`config.mk`:
```
export PLATFORM = sky130hd
export DESIGN_NAME = mul_div_unit
export DESIGN_NICKNAME = d
export VERILOG_FILES = /design/src/rtl/mul_div_unit.sv
export SDC_FILE = /design/constraint.sdc
export NUM_CORES = 1
export LEC_CHECK = 0
export ABC_AREA = 0
export ABC_CLOCK_PERIOD_IN_PS = 4100
export BUFFER_PORTS_ARGS = -buffer_cell sky130_fd_sc_hd__buf_2
export CAP_MARGIN = 20
export CORE_UTILIZATION = 50
export DETAILED_ROUTE_END_ITERATION = 10
export PLACE_DENSITY = 0.69
export SETUP_SLACK_MARGIN = 0.05
export SLEW_MARGIN = 20
export SYNTH_ARGS = -nofsm -noshare
export SYNTH_HDL_FRONTEND = slang
export SYNTH_SLANG_ARGS = --single-unit
```
`constraint.sdc`:
```
create_clock -name clk -period 4.1 [get_ports clk]
set_input_delay 0.82 -clock clk [delete_from_list [all_inputs] [get_ports clk]]
set_output_delay 0.82 -clock clk [all_outputs]
set_load 0.03 [all_outputs]
```
`src/rtl/mul_div_unit.sv`:
```
// Iterative HI/LO multiply/divide unit: 32-step shift-add multiply and restoring
// divide on operand magnitudes, followed by one sign-fix cycle that commits HI/LO.
module mul_div_unit #(
    parameter int XLEN = 32,
    parameter int ITER = 32
) (
    input  logic            clk,
    input  logic            reset,
    input  logic            start,
    input  logic [2:0]      op,
    input  logic [XLEN-1:0] rs_val,
    input  logic [XLEN-1:0] rt_val,
    output logic            busy,
    output logic            done,
    output logic            div_by_zero,
    output logic [XLEN-1:0] hi,
    output logic [XLEN-1:0] lo
);
    localparam int CW = $clog2(ITER + 1);

    typedef enum logic [1:0] {S_IDLE, S_CALC, S_FIX} state_t;

    state_t              state_q, state_d;
    logic [CW-1:0]       cnt_q, cnt_d;
    logic [2*XLEN-1:0]   acc_q, acc_d;
    logic [XLEN-1:0]     opb_q, opb_d;
    logic                is_div_q, is_div_d;
    logic                neg_res_q, neg_res_d;
    logic                neg_rem_q, neg_rem_d;
    logic [XLEN-1:0]     hi_q, hi_d;
    logic [XLEN-1:0]     lo_q, lo_d;
    logic                busy_q, busy_d;
    logic                done_q, done_d;
    logic                dbz_q, dbz_d;

    // Operand preparation for a new command
    logic            is_signed;
    logic            rs_neg, rt_neg;
    logic [XLEN-1:0] rs_mag, rt_mag;

    always_comb begin
        is_signed = ~op[0];
        rs_neg    = is_signed & rs_val[XLEN-1];
        rt_neg    = is_signed & rt_val[XLEN-1];
        rs_mag    = rs_neg ? (~rs_val + 1'b1) : rs_val;
        rt_mag    = rt_neg ? (~rt_val + 1'b1) : rt_val;
    end

    // One iteration of each algorithm; acc holds {upper, lower} halves
    logic [XLEN:0]   mul_sum;
    logic [XLEN:0]   div_top;
    logic            div_ge;
    logic [XLEN-1:0] div_rem;

    always_comb begin
        mul_sum = {1'b0, acc_q[2*XLEN-1:XLEN]} + (acc_q[0] ? {1'b0, opb_q} : '0);
        div_top = acc_q[2*XLEN-1:XLEN-1];
        div_ge  = div_top >= {1'b0, opb_q};
        // The true difference always fits XLEN bits when div_ge holds
        div_rem = div_ge ? (div_top[XLEN-1:0] - opb_q) : div_top[XLEN-1:0];
    end

    // Sign correction of the finished magnitudes
    logic [2*XLEN-1:0] prod_fix;
    logic [XLEN-1:0]   quot_fix, rem_fix;

    always_comb begin
        prod_fix = neg_res_q ? (~acc_q + 1'b1) : acc_q;
        quot_fix = neg_res_q ? (~acc_q[XLEN-1:0] + 1'b1) : acc_q[XLEN-1:0];
        rem_fix  = neg_rem_q ? (~acc_q[2*XLEN-1:XLEN] + 1'b1) : acc_q[2*XLEN-1:XLEN];
    end

    always_comb begin
        state_d   = state_q;
        cnt_d     = cnt_q;
        acc_d     = acc_q;
        opb_d     = opb_q;
        is_div_d  = is_div_q;
        neg_res_d = neg_res_q;
        neg_rem_d = neg_rem_q;
        hi_d      = hi_q;
        lo_d      = lo_q;
        busy_d    = busy_q;
        done_d    = 1'b0;
        dbz_d     = 1'b0;
        unique case (state_q)
            S_IDLE: begin
                if (start && !op[2]) begin
                    acc_d     = {{XLEN{1'b0}}, rs_mag};
                    opb_d     = rt_mag;
                    is_div_d  = op[1];
                    neg_res_d = rs_neg ^ rt_neg;
                    neg_rem_d = rs_neg;
                    cnt_d     = '0;
                    busy_d    = 1'b1;
                    state_d   = S_CALC;
                end else if (start && op == 3'b100) begin
                    hi_d = rs_val;
                end else if (start && op == 3'b101) begin
                    lo_d = rs_val;
                end
            end
            S_CALC: begin
                if (is_div_q) begin
                    acc_d = {div_rem, acc_q[XLEN-2:0], div_ge};
                end else begin
                    acc_d = {mul_sum, acc_q[XLEN-1:1]};
                end
                cnt_d = cnt_q + CW'(1);
                if (cnt_q == CW'(ITER - 1)) begin
                    state_d = S_FIX;
                end
            end
            S_FIX: begin
                if (!is_div_q) begin
                    {hi_d, lo_d} = prod_fix;
                end else if (opb_q == '0) begin
                    dbz_d = 1'b1;
                end else begin
                    lo_d = quot_fix;
                    hi_d = rem_fix;
                end
                done_d  = 1'b1;
                busy_d  = 1'b0;
                state_d = S_IDLE;
            end
            default: state_d = S_IDLE;
        endcase
    end

    always_ff @(posedge clk) begin
        if (reset) begin
            state_q   <= S_IDLE;
            cnt_q     <= '0;
            acc_q     <= '0;
            opb_q     <= '0;
            is_div_q  <= 1'b0;
            neg_res_q <= 1'b0;
            neg_rem_q <= 1'b0;
            hi_q      <= '0;
            lo_q      <= '0;
            busy_q    <= 1'b0;
            done_q    <= 1'b0;
            dbz_q     <= 1'b0;
        end else begin
            state_q   <= state_d;
            cnt_q     <= cnt_d;
            acc_q     <= acc_d;
            opb_q     <= opb_d;
            is_div_q  <= is_div_d;
            neg_res_q <= neg_res_d;
            neg_rem_q <= neg_rem_d;
            hi_q      <= hi_d;
            lo_q      <= lo_d;
            busy_q    <= busy_d;
            done_q    <= done_d;
            dbz_q     <= dbz_d;
        end
    end

    assign busy        = busy_q;
    assign done        = done_q;
    assign div_by_zero = dbz_q;
    assign hi          = hi_q;
    assign lo          = lo_q;
endmodule

```
==> metrics <==
die extent in y=170 um; Setup CP Type=reg2reg; largest net degree at the start of global routing=77; global route overflow=0; CP top delay family=compound AO/OA/AOI/OAI gates; P_sw=approximately 1.7 mW; measured slew at the worst slew-check pin=1070 ps; wire per inst=20.5 um; WP data required=4390 ps; post-synthesis sequential area ratio=24.7%; Slowest-stage cell, CP=dfxtp_1; layout cells sized above 1=about an eighth; port bufs=approximately 140; Final nets=2115; setup repair bufs after CTS=0; first-pass iteration count of the detailed router=7; fill count=about 2700; Synth Area in Adders=6.39%; YS warnings=0; status=finished, final reports clean; crit path DAT=3940 ps; Slew Limit Headroom=between 20 and 30%; DIE AREA=0.0289 mm^2; Layout area overhead=11.3%; Starting Density=between 50% and 60%; Synth Net Count=approximately 2100; Worst Hold Class=reg2reg; Post-Syn Instances=1913; final setup fails=0; Reg power frac=39.9%; Site Rows=between 60 and 70; Placed Cells=2333; crit start category=register; post-route minimum period=3650 ps; Peak VDD IR=0.238 mV; CTS resizes=0; vias in the first global route=around 14000; internal power=3.02 mW; Yosys reg bits=around 170; Setup Skew=18.3 ps; post-synthesis simple-gate area fraction=21.2%; post-layout util=56.6%; Placer Congestion=0.986; switching share of power=35.5%; largest family of logic cells by synthesized area=compound AO/OA/AOI/OAI gates; Async SR Flop Fraction=0%; Slew Limit Fails=0; Crit path largest cell delay=450 ps; xor/xnor share of the synthesized area=9.86%; setup ws final=451 ps; maximum fanout along the worst path=6; half-perimeter wire length after detailed placement=36.7 mm; post-route antenna net violation count=0; CTS tree=yes; mux cell area share after synthesis=under 10%; Max Buffers Root-to-Sink=2; PwrDens=298 mW/mm^2; Initial DRC Count=around 1700; hold-fix buffers at CTS=0; Critical Path Sink Type=register; count of final hold-check violations=0; DRC viols=0; EDFF count, synth=0; setup TNS=0 ps; synth unique cells=78; Final Non-Filler Cells=~2400; Worst Path Buf+Inv=1; Worst-Skew Late Latency=around 450 ps; Top Ports=around 140; area fraction in compound gates after synthesis=28.9%; prevailing post-synth register cell=dfxtp_1; final worst path period share=89.0%; Max Fclk=274 MHz; pre-CTS WS=634 ps; Root Driver=clkbuf_16; max-cap viol count=0; Die X=170 um; static leakage=6.25 nW; via count=14900; Reg clk slew, reported paths=approximately 70 ps; vias per cell=6.30; Comb power frac=about 25%; overall routed net length=48.5 mm; crit-path cells=and2_1 > ha_1 > inv_1 > fa_1 > nand2b_1 > a21oi_1 > o21ai_0 > o21bai_1 > a31o_2 > a211oi_1 > and3_1 > o311ai_0 > a31oi_1; mapped cell area=0.0141 mm^2; CTS sink cnt=174; CTS buffer count=17; antenna violations before repair=0; unrepaired setup endpoints after global routing=no; Clk pwr share=a little over a third; Mean Syn Cell Area=between 7 and 8 um^2; Core ar.=0.0278 mm^2; H-tree levels=4; first-pass GRT wire length=approximately 75 mm; Overall Global Routing Usage=between 30% and 40%
per-layer routing:
metal  up-vias  global-route usage, %  routed length, um
li1       7091                      -                  -
met1      6980                   42.7              20500
met2       702                   52.9              21700
met3       128                   4.58               3630
met4         0                   18.8               2670
met5         -                      0                  0
tightest hold or removal path, delay by kind of cell, from the launching register on:
kind / cells / cell delay, ps
flip-flops: 1 / 310
AND/OR/NAND/NOR: 1 / 50
AO/OA/AOI/OAI: 1 / 50
stage by stage:
| step | cell area [um^2] | total power, mW | hold WS [ps] |
|---|---|---|---|
| after global placement | 15100 | 3.04 | 442 |
| after global routing | 15700 | 4.88 | 479 |
| after floorplan | 14100 | 2.69 | 445 |
| after detailed placement | 15100 | 3.05 | 447 |
| after CTS | 15700 | 4.67 | 457 |
| final | 15700 | 4.68 | 455 |
cell usage after synthesis (30+ instances only):
master / instances / area (um^2)
mux2i_1: 52 / 521
o21ai_0: 106 / 531
nand2_1: 186 / 698
a211oi_1: 115 / 863
nand3_1: 31 / 155
xnor2_1: 92 / 806
dfxtp_1: 174 / 3480
o31ai_1: 31 / 233
a21oi_1: 186 / 931
a21o_1: 30 / 225
clkbuf_1: 115 / 432
inv_1: 60 / 225
nor2_1: 224 / 841
ha_1: 69 / 863
xor2_1: 67 / 587
nor3_1: 38 / 190
logic make-up after synthesis:
group,count (synthesis)
AOI/OAI and AO/OA,627
xor gates and xnor gates,159
adders and majority gates,71
buffers and inverters,193
DFF,174
muxes,53
and+or+nand+nor,636
registers in the layout, summed over array words and instances (netlist names):
name         flops
lo              32
acc_q           64
done             1
neg_res_q        1
state_q          2
neg_rem_q        1
div_by_zero      1
busy             1
is_div_q         1
cnt_q            6
hi              32
opb_q           32
worst paths after layout:
check / from / cells after the start / to / slack, ps
setup / recovery: opb_q[0] / 13 / acc_q[59] / 450
hold / removal: busy / 2 / busy / 460
hold reg to reg: busy / 2 / busy / 460
setup reg to reg: opb_q[0] / 13 / acc_q[59] / 450
placed cells by master, fill, tap and decap left out, types with 60 or more instances in the layout:
cell / instances
nor2_1: 223
nand2_1: 186
a21oi_1: 186
dfxtp_1: 173
buf_2: 135
a211oi_1: 114
o21ai_0: 106
xnor2_1: 92
ha_1: 69
xor2_1: 67
inv_1: 60
layout make-up:
cell class | count | area [um^2] | share of cell area (%)
inverter | 60 | 225 | 1.43
clock inverter | 14 | 140 | 0.891
multi-input combinational | 1546 | 9960 | 63.3
tap | 378 | 473 | 3.01
antenna | 1 | 2.50 | 0.0159
timing repair buffer | 175 | 1000 | 6.36
sequential | 174 | 3480 | 22.2
clock buffer | 18 | 439 | 2.79
power by group through the flow:
stage / Sequential (mW) / Combinational (mW) / Clock (mW)
after floorplan: 1.88 / 0.809 / 0
after global placement: 1.90 / 1.13 / 0
after CTS: 1.87 / 1.15 / 1.65
after global routing: 1.88 / 1.27 / 1.73
final: 1.87 / 1.17 / 1.64
after detailed placement: 1.90 / 1.14 / 0
(Power assumes the default switching activity.)
